[config.mk]
export PLATFORM = sky130hd
export DESIGN_NAME = mux_flat
export DESIGN_NICKNAME = d
export VERILOG_FILES = /design/src/rtl/mux_if.sv /design/src/rtl/mux.sv /design/src/flat_wrapper.sv
export SDC_FILE = /design/constraint.sdc
export NUM_CORES = 1
export LEC_CHECK = 0
export ABC_AREA = 1
export ABC_CLOCK_PERIOD_IN_PS = 2200
export CAP_MARGIN = 20
export CORE_ASPECT_RATIO = 1.25
export CORE_MARGIN = 2
export CORE_UTILIZATION = 43
export DETAILED_ROUTE_END_ITERATION = 10
export GPL_TIMING_DRIVEN = 1
export HOLD_SLACK_MARGIN = 0.15
export PLACE_DENSITY = 0.85
export SYNTH_ARGS = -nofsm -noshare
export SYNTH_HDL_FRONTEND = slang
export SYNTH_SLANG_ARGS = --single-unit
export TNS_END_PERCENT = 10
[constraint.sdc]
create_clock -name clk -period 2.2 [get_ports clk]
set_input_delay 0.66 -clock clk [delete_from_list [all_inputs] [get_ports clk]]
set_output_delay 0.66 -clock clk [all_outputs]
set_load 0.02 [all_outputs]
[src/rtl/mux_if.sv]
`default_nettype none
`timescale 1ns/1ps
// ============================================================================
// Module      : mux_if
// Description : Data/select bundle for the registered 2:1 mux. The master
//               drives the operands and select; the slave returns the
//               combinational result, registered result, registered select
//               and the select-change counter.
// Revision    : 1.0 - initial release
// ============================================================================
interface mux_if #(
  parameter int w = 8
);
  logic [w-1:0] a;
  logic [w-1:0] b;
  logic         s;
  logic [w-1:0] c;
  logic [w-1:0] c_q;
  logic         s_q;
  logic [15:0]  sel_toggles;

  modport master (
    output a,
    output b,
    output s,
    input  c,
    input  c_q,
    input  s_q,
    input  sel_toggles
  );

  modport slave (
    input  a,
    input  b,
    input  s,
    output c,
    output c_q,
    output s_q,
    output sel_toggles
  );
endinterface
`default_nettype wire

[src/rtl/mux.sv]
`default_nettype none
`timescale 1ns/1ps
// ============================================================================
// Module      : mux
// Description : 2:1 multiplexer with a purely combinational output, a
//               registered copy of the result, a registered select and a
//               saturating 16-bit count of edge-sampled select changes.
//               Reset is asynchronous and active-low; the combinational
//               path ignores reset entirely.
// Revision    : 1.0 - initial release
// ============================================================================
module mux #(
  parameter int w = 8
) (
  input  wire logic clk,
  input  wire logic rst_n,
  mux_if.slave      bus
);

  localparam logic [15:0] c_cnt_max = 16'hFFFF;

  logic [w-1:0] w_c;
  logic         w_sel_changed;
  logic         w_cnt_sat;
  logic [w-1:0] r_c_q;
  logic         r_s_q;
  logic [15:0]  r_sel_toggles;

  // Select between a and b with no clock or reset involvement; bit i of the
  // result always comes from bit i of the chosen operand.
  always_comb begin
    w_c = bus.s ? bus.a : bus.b;
  end

  // A change counts only when the select seen at this edge differs from the
  // one captured at the previous edge; glitches between edges never show up.
  always_comb begin
    w_sel_changed = (bus.s != r_s_q);
    w_cnt_sat     = (r_sel_toggles == c_cnt_max);
  end

  // Register the mux result and the select; cleared at once by reset.
  always_ff @(posedge clk or negedge rst_n) begin
    if (!rst_n) begin
      r_c_q <= '0;
      r_s_q <= 1'b0;
    end else begin
      r_c_q <= w_c;
      r_s_q <= bus.s;
    end
  end

  // Count sampled select changes, holding at all-ones rather than wrapping.
  always_ff @(posedge clk or negedge rst_n) begin
    if (!rst_n) begin
      r_sel_toggles <= 16'h0000;
    end else if (w_sel_changed && !w_cnt_sat) begin
      r_sel_toggles <= r_sel_toggles + 16'h0001;
    end
  end

  assign bus.c           = w_c;
  assign bus.c_q         = r_c_q;
  assign bus.s_q         = r_s_q;
  assign bus.sel_toggles = r_sel_toggles;

endmodule
`default_nettype wire

[src/flat_wrapper.sv]
// flat-port wrapper written by rule: the top's interface ports become plain ports
module mux_flat 
#(
  parameter int w = 8
)
  (clk, rst_n, bus_a, bus_b, bus_s, bus_c, bus_c_q, bus_s_q, bus_sel_toggles);
  mux_if #(.w(w)) bus_i ();
  input  wire logic clk;
  input  wire logic rst_n;
  input wire logic [$bits(bus_i.a)-1:0] bus_a;
  input wire logic [$bits(bus_i.b)-1:0] bus_b;
  input wire logic [$bits(bus_i.s)-1:0] bus_s;
  output wire logic [$bits(bus_i.c)-1:0] bus_c;
  output wire logic [$bits(bus_i.c_q)-1:0] bus_c_q;
  output wire logic [$bits(bus_i.s_q)-1:0] bus_s_q;
  output wire logic [$bits(bus_i.sel_toggles)-1:0] bus_sel_toggles;
  assign bus_i.a = bus_a;
  assign bus_i.b = bus_b;
  assign bus_i.s = bus_s;
  assign bus_c = bus_i.c;
  assign bus_c_q = bus_i.c_q;
  assign bus_s_q = bus_i.s_q;
  assign bus_sel_toggles = bus_i.sel_toggles;
  mux #(.w(w)) u_core (.clk(clk), .rst_n(rst_n), .bus(bus_i));
endmodule
==> flow_metrics.env <==
export IMPL_ys_warn_count=0
export IMPL_seq_power_share=0.489
export IMPL_num_rows=22
export IMPL_grt_total_usage=0.192
export IMPL_crit_end="bus_c[4]"
export IMPL_die_h_um=66.0
export IMPL_r2r_end="u_core.bus.sel_toggles[3]$_DFFE_PN0P_"
export IMPL_powerDensity_nw_per_um2=639
export IMPL_slew_limit_headroom=0.777
export IMPL_via_per_inst=4.95
export IMPL_htree_levels=1
export IMPL_critPathLaunch="bus_a[4]"
export IMPL_die_w_um=53.6
export IMPL_numCtsBuffers=3
export IMPL_detail_route_antenna_nets=0
export IMPL_crit_type="primary input to primary output"
export IMPL_synth_cell_types=21
export IMPL_coreArea_um2=2950
export IMPL_total_leakage_power_nw=0.820
export IMPL_min_period_over_period=0.977
export IMPL_r2r_cells=8
export IMPL_internal_power_mw=0.789
export IMPL_synth_nets=183
export IMPL_drt_iter0_markers=30
export IMPL_wl_um=2910
export IMPL_final_area_um2=1890
export IMPL_switchingPower_mw=0.420
export IMPL_final_nets=241
export IMPL_r2r_slack_ns=0.40
export IMPL_r2r_start="u_core.bus.sel_toggles[0]$_DFFE_PN0P_"
export IMPL_cts_root_buf="clkbuf_4"
export IMPL_clk_pin_slew_worst_paths_ns=0.13
export IMPL_first_global_vias=1197
export IMPL_dp_hpwl_um=2200
export IMPL_crit_arrival_ns=1.49
export IMPL_cp_end_kind="primary output"
export IMPL_dr_total_vias=1266
export IMPL_rsz0062_at_grt="false"
export IMPL_clock_sinks=25
export IMPL_syn_area_um2=1320
export IMPL_busiest_layer="met2"
export IMPL_tightestPinTransition_ns=0.333
export IMPL_p_comb_frac=0.340
export IMPL_drc_errors=0
export IMPL_yosysTopAreaCell="dfrtp_1"
export IMPL_fin_skew_ns=0.00478
export IMPL_cts_resized=36
export IMPL_pin_count=52
export IMPL_yosysTopAreaCellShare=0.473
export IMPL_grt_max_degree=26
export IMPL_synth_avg_cell_area_um2=8.12
export IMPL_start_util=0.449
export IMPL_use_met3=0.0611
export IMPL_swShare=0.347
export IMPL_netlist_instances=163
export IMPL_ir_drop_mv=0.696
export IMPL_drive_above_1_share=0.136
export IMPL_clk_latency_ns=0.32
export IMPL_setup_ws_ns=0.0509
export IMPL_area_growth_pct=42.9
export IMPL_dpl_worst_slack_ns=-0.649
export IMPL_final_util=0.642
export IMPL_drv_cap=0
export IMPL_grt_use_met1=0.238
export IMPL_n_antenna_cell=0
export IMPL_hold_class="flop to flop"
export IMPL_hold_buffers=0
export IMPL_num_fill_cells=251
export IMPL_crit_path_max_fanout=2
export IMPL_met2_usage=0.304
export IMPL_worst_endpoint_required_ns=1.54
export IMPL_post_cts_buffers=0
export IMPL_finalHoldViolCount=0
export IMPL_cp_start_kind="primary input"
export IMPL_ff_latch_area_um2=627
export IMPL_routedWlPerCell_um=11.4
export IMPL_status="finished, final reports clean"
export IMPL_synth_seq_area_share=0.473
export IMPL_antenna_found_initial=0
export IMPL_gp_congestion=0.876
export IMPL_fmax_mhz=465
export IMPL_min_period_ns=2.15
export IMPL_synth_area_leaders="dfrtp_1 (47%), nand2_1 (20%), mux2_2 (6.8%), nor2_1 (5.1%), xnor2_1 (4.6%)"
export IMPL_grt_overflow=0
export IMPL_clock_path_buffers=2
export IMPL_multiInputGateArea_um2=634
export IMPL_synth_seq_cells=25
export IMPL_port_buffer_count=51
export IMPL_slew_violations=0
export IMPL_grt_pass1_wl_um=5050
export IMPL_setup_viol=0
export IMPL_dieArea_um2=3540
export IMPL_power_frac_clock=0.171
export IMPL_cts_tree="yes"
export IMPL_post_dp_cell_area_um2=1900
export IMPL_first_pass_iters=4
## power by group through the flow
stage               Clock [mW]  Combinational (mW)  Sequential (mW)
finish                   0.206               0.411            0.591
global route             0.227               0.447            0.602
CTS                      0.213               0.416            0.588
detailed placement           0               0.424            0.595
global placement             0               0.420            0.592
floorplan                    0               0.156            0.650
## worst max-delay path, cell delays in order
cell	delay (ns)
clkdlybuf4s50_1	0.39
mux2_2	0.27
buf_2	0.16
## metrics by stage
step	cells	hold slack, ns	setup TNS (ns)	total power, mW
finish	256	0.575	0	1.21
global route	256	0.603	0	1.28
CTS	256	0.570	0	1.22
detailed placement	252	0.541	-5.12	1.02
global placement	252	0.528	-4.93	1.01
floorplan	163	0.364	0	0.806
## sequential cells by signal, indices dropped and copies added, names as in the netlist
register,count
u_core.bus.sel_toggles,16
u_core.bus.c_q,8
u_core.bus.s_q,1
## cell usage after synthesis, drive strengths merged
cell type	count
ha	1
xor2	1
nand4	5
mux2	8
o21ai	6
nor2	18
clkinv	1
and2	1
dfrtp	25
a21oi	1
nand2	70
inv	8
buf	3
xnor2	7
nor3	1
nand3	7
## area by class of cell
cell class	count	share of cell area
multi-input combinational	126	0.335
sequential	25	0.331
timing repair buffer	56	0.278
tap	36	0.0238
inverter	9	0.0179
clock buffer	4	0.0139
## kinds of logic after synthesis
logic type	count (synthesis)	share of synthesized area
compound gates	7	0.0350
xor+xnor	8	0.0529
fa+ha+maj	1	0.00945
buf+inv	12	0.0482
flops	25	0.473
mux	8	0.0681
simple gates	102	0.314
## placed cells by master, fill, tap and decap left out
cell type,count
nand3_1,6
buf_12,1
clkinv_1,1
mux2_2,8
o21ai_4,1
clkbuf_2,1
clkbuf_4,3
nand2_1,69
and2_1,1
buf_4,2
nand4_1,5
inv_1,7
dlymetal6s2s_1,1
clkdlybuf4s50_1,41
nor3_1,1
nand3_2,1
buf_6,2
inv_2,1
o21ai_0,5
dfrtp_1,24
clkbuf_1,1
nor2_1,18
xnor2_1,7
buf_2,8
xor2_1,1
nand2_2,1
a21oi_1,1
ha_1,1
dfrtp_2,1
## per-layer routing
layer  share of wire  vias up
met3           0.088        9
met1            0.42      576
met5               0        -
li1                -      629
met4           0.025        0
met2            0.46       52
## how the worst min path moves through the flow
stage / from / to / slack [ns] / depth (start not counted)
after floorplan: rst_n / u_core.bus.c_q[0]$_DFF_PN0_ / 0.36 / 0
after global placement: u_core.bus.sel_toggles[15]$_DFFE_PN0P_ / u_core.bus.sel_toggles[15]$_DFFE_PN0P_ / 0.53 / 2
after detailed placement: u_core.bus.sel_toggles[15]$_DFFE_PN0P_ / u_core.bus.sel_toggles[15]$_DFFE_PN0P_ / 0.54 / 2
after CTS: u_core.bus.sel_toggles[15]$_DFFE_PN0P_ / u_core.bus.sel_toggles[15]$_DFFE_PN0P_ / 0.57 / 2
after global routing: bus_s / u_core.bus.s_q$_DFF_PN0_ / 0.60 / 2
final: u_core.bus.sel_toggles[15]$_DFFE_PN0P_ / u_core.bus.sel_toggles[15]$_DFFE_PN0P_ / 0.57 / 2
Power figures use the tool's default switching activity.
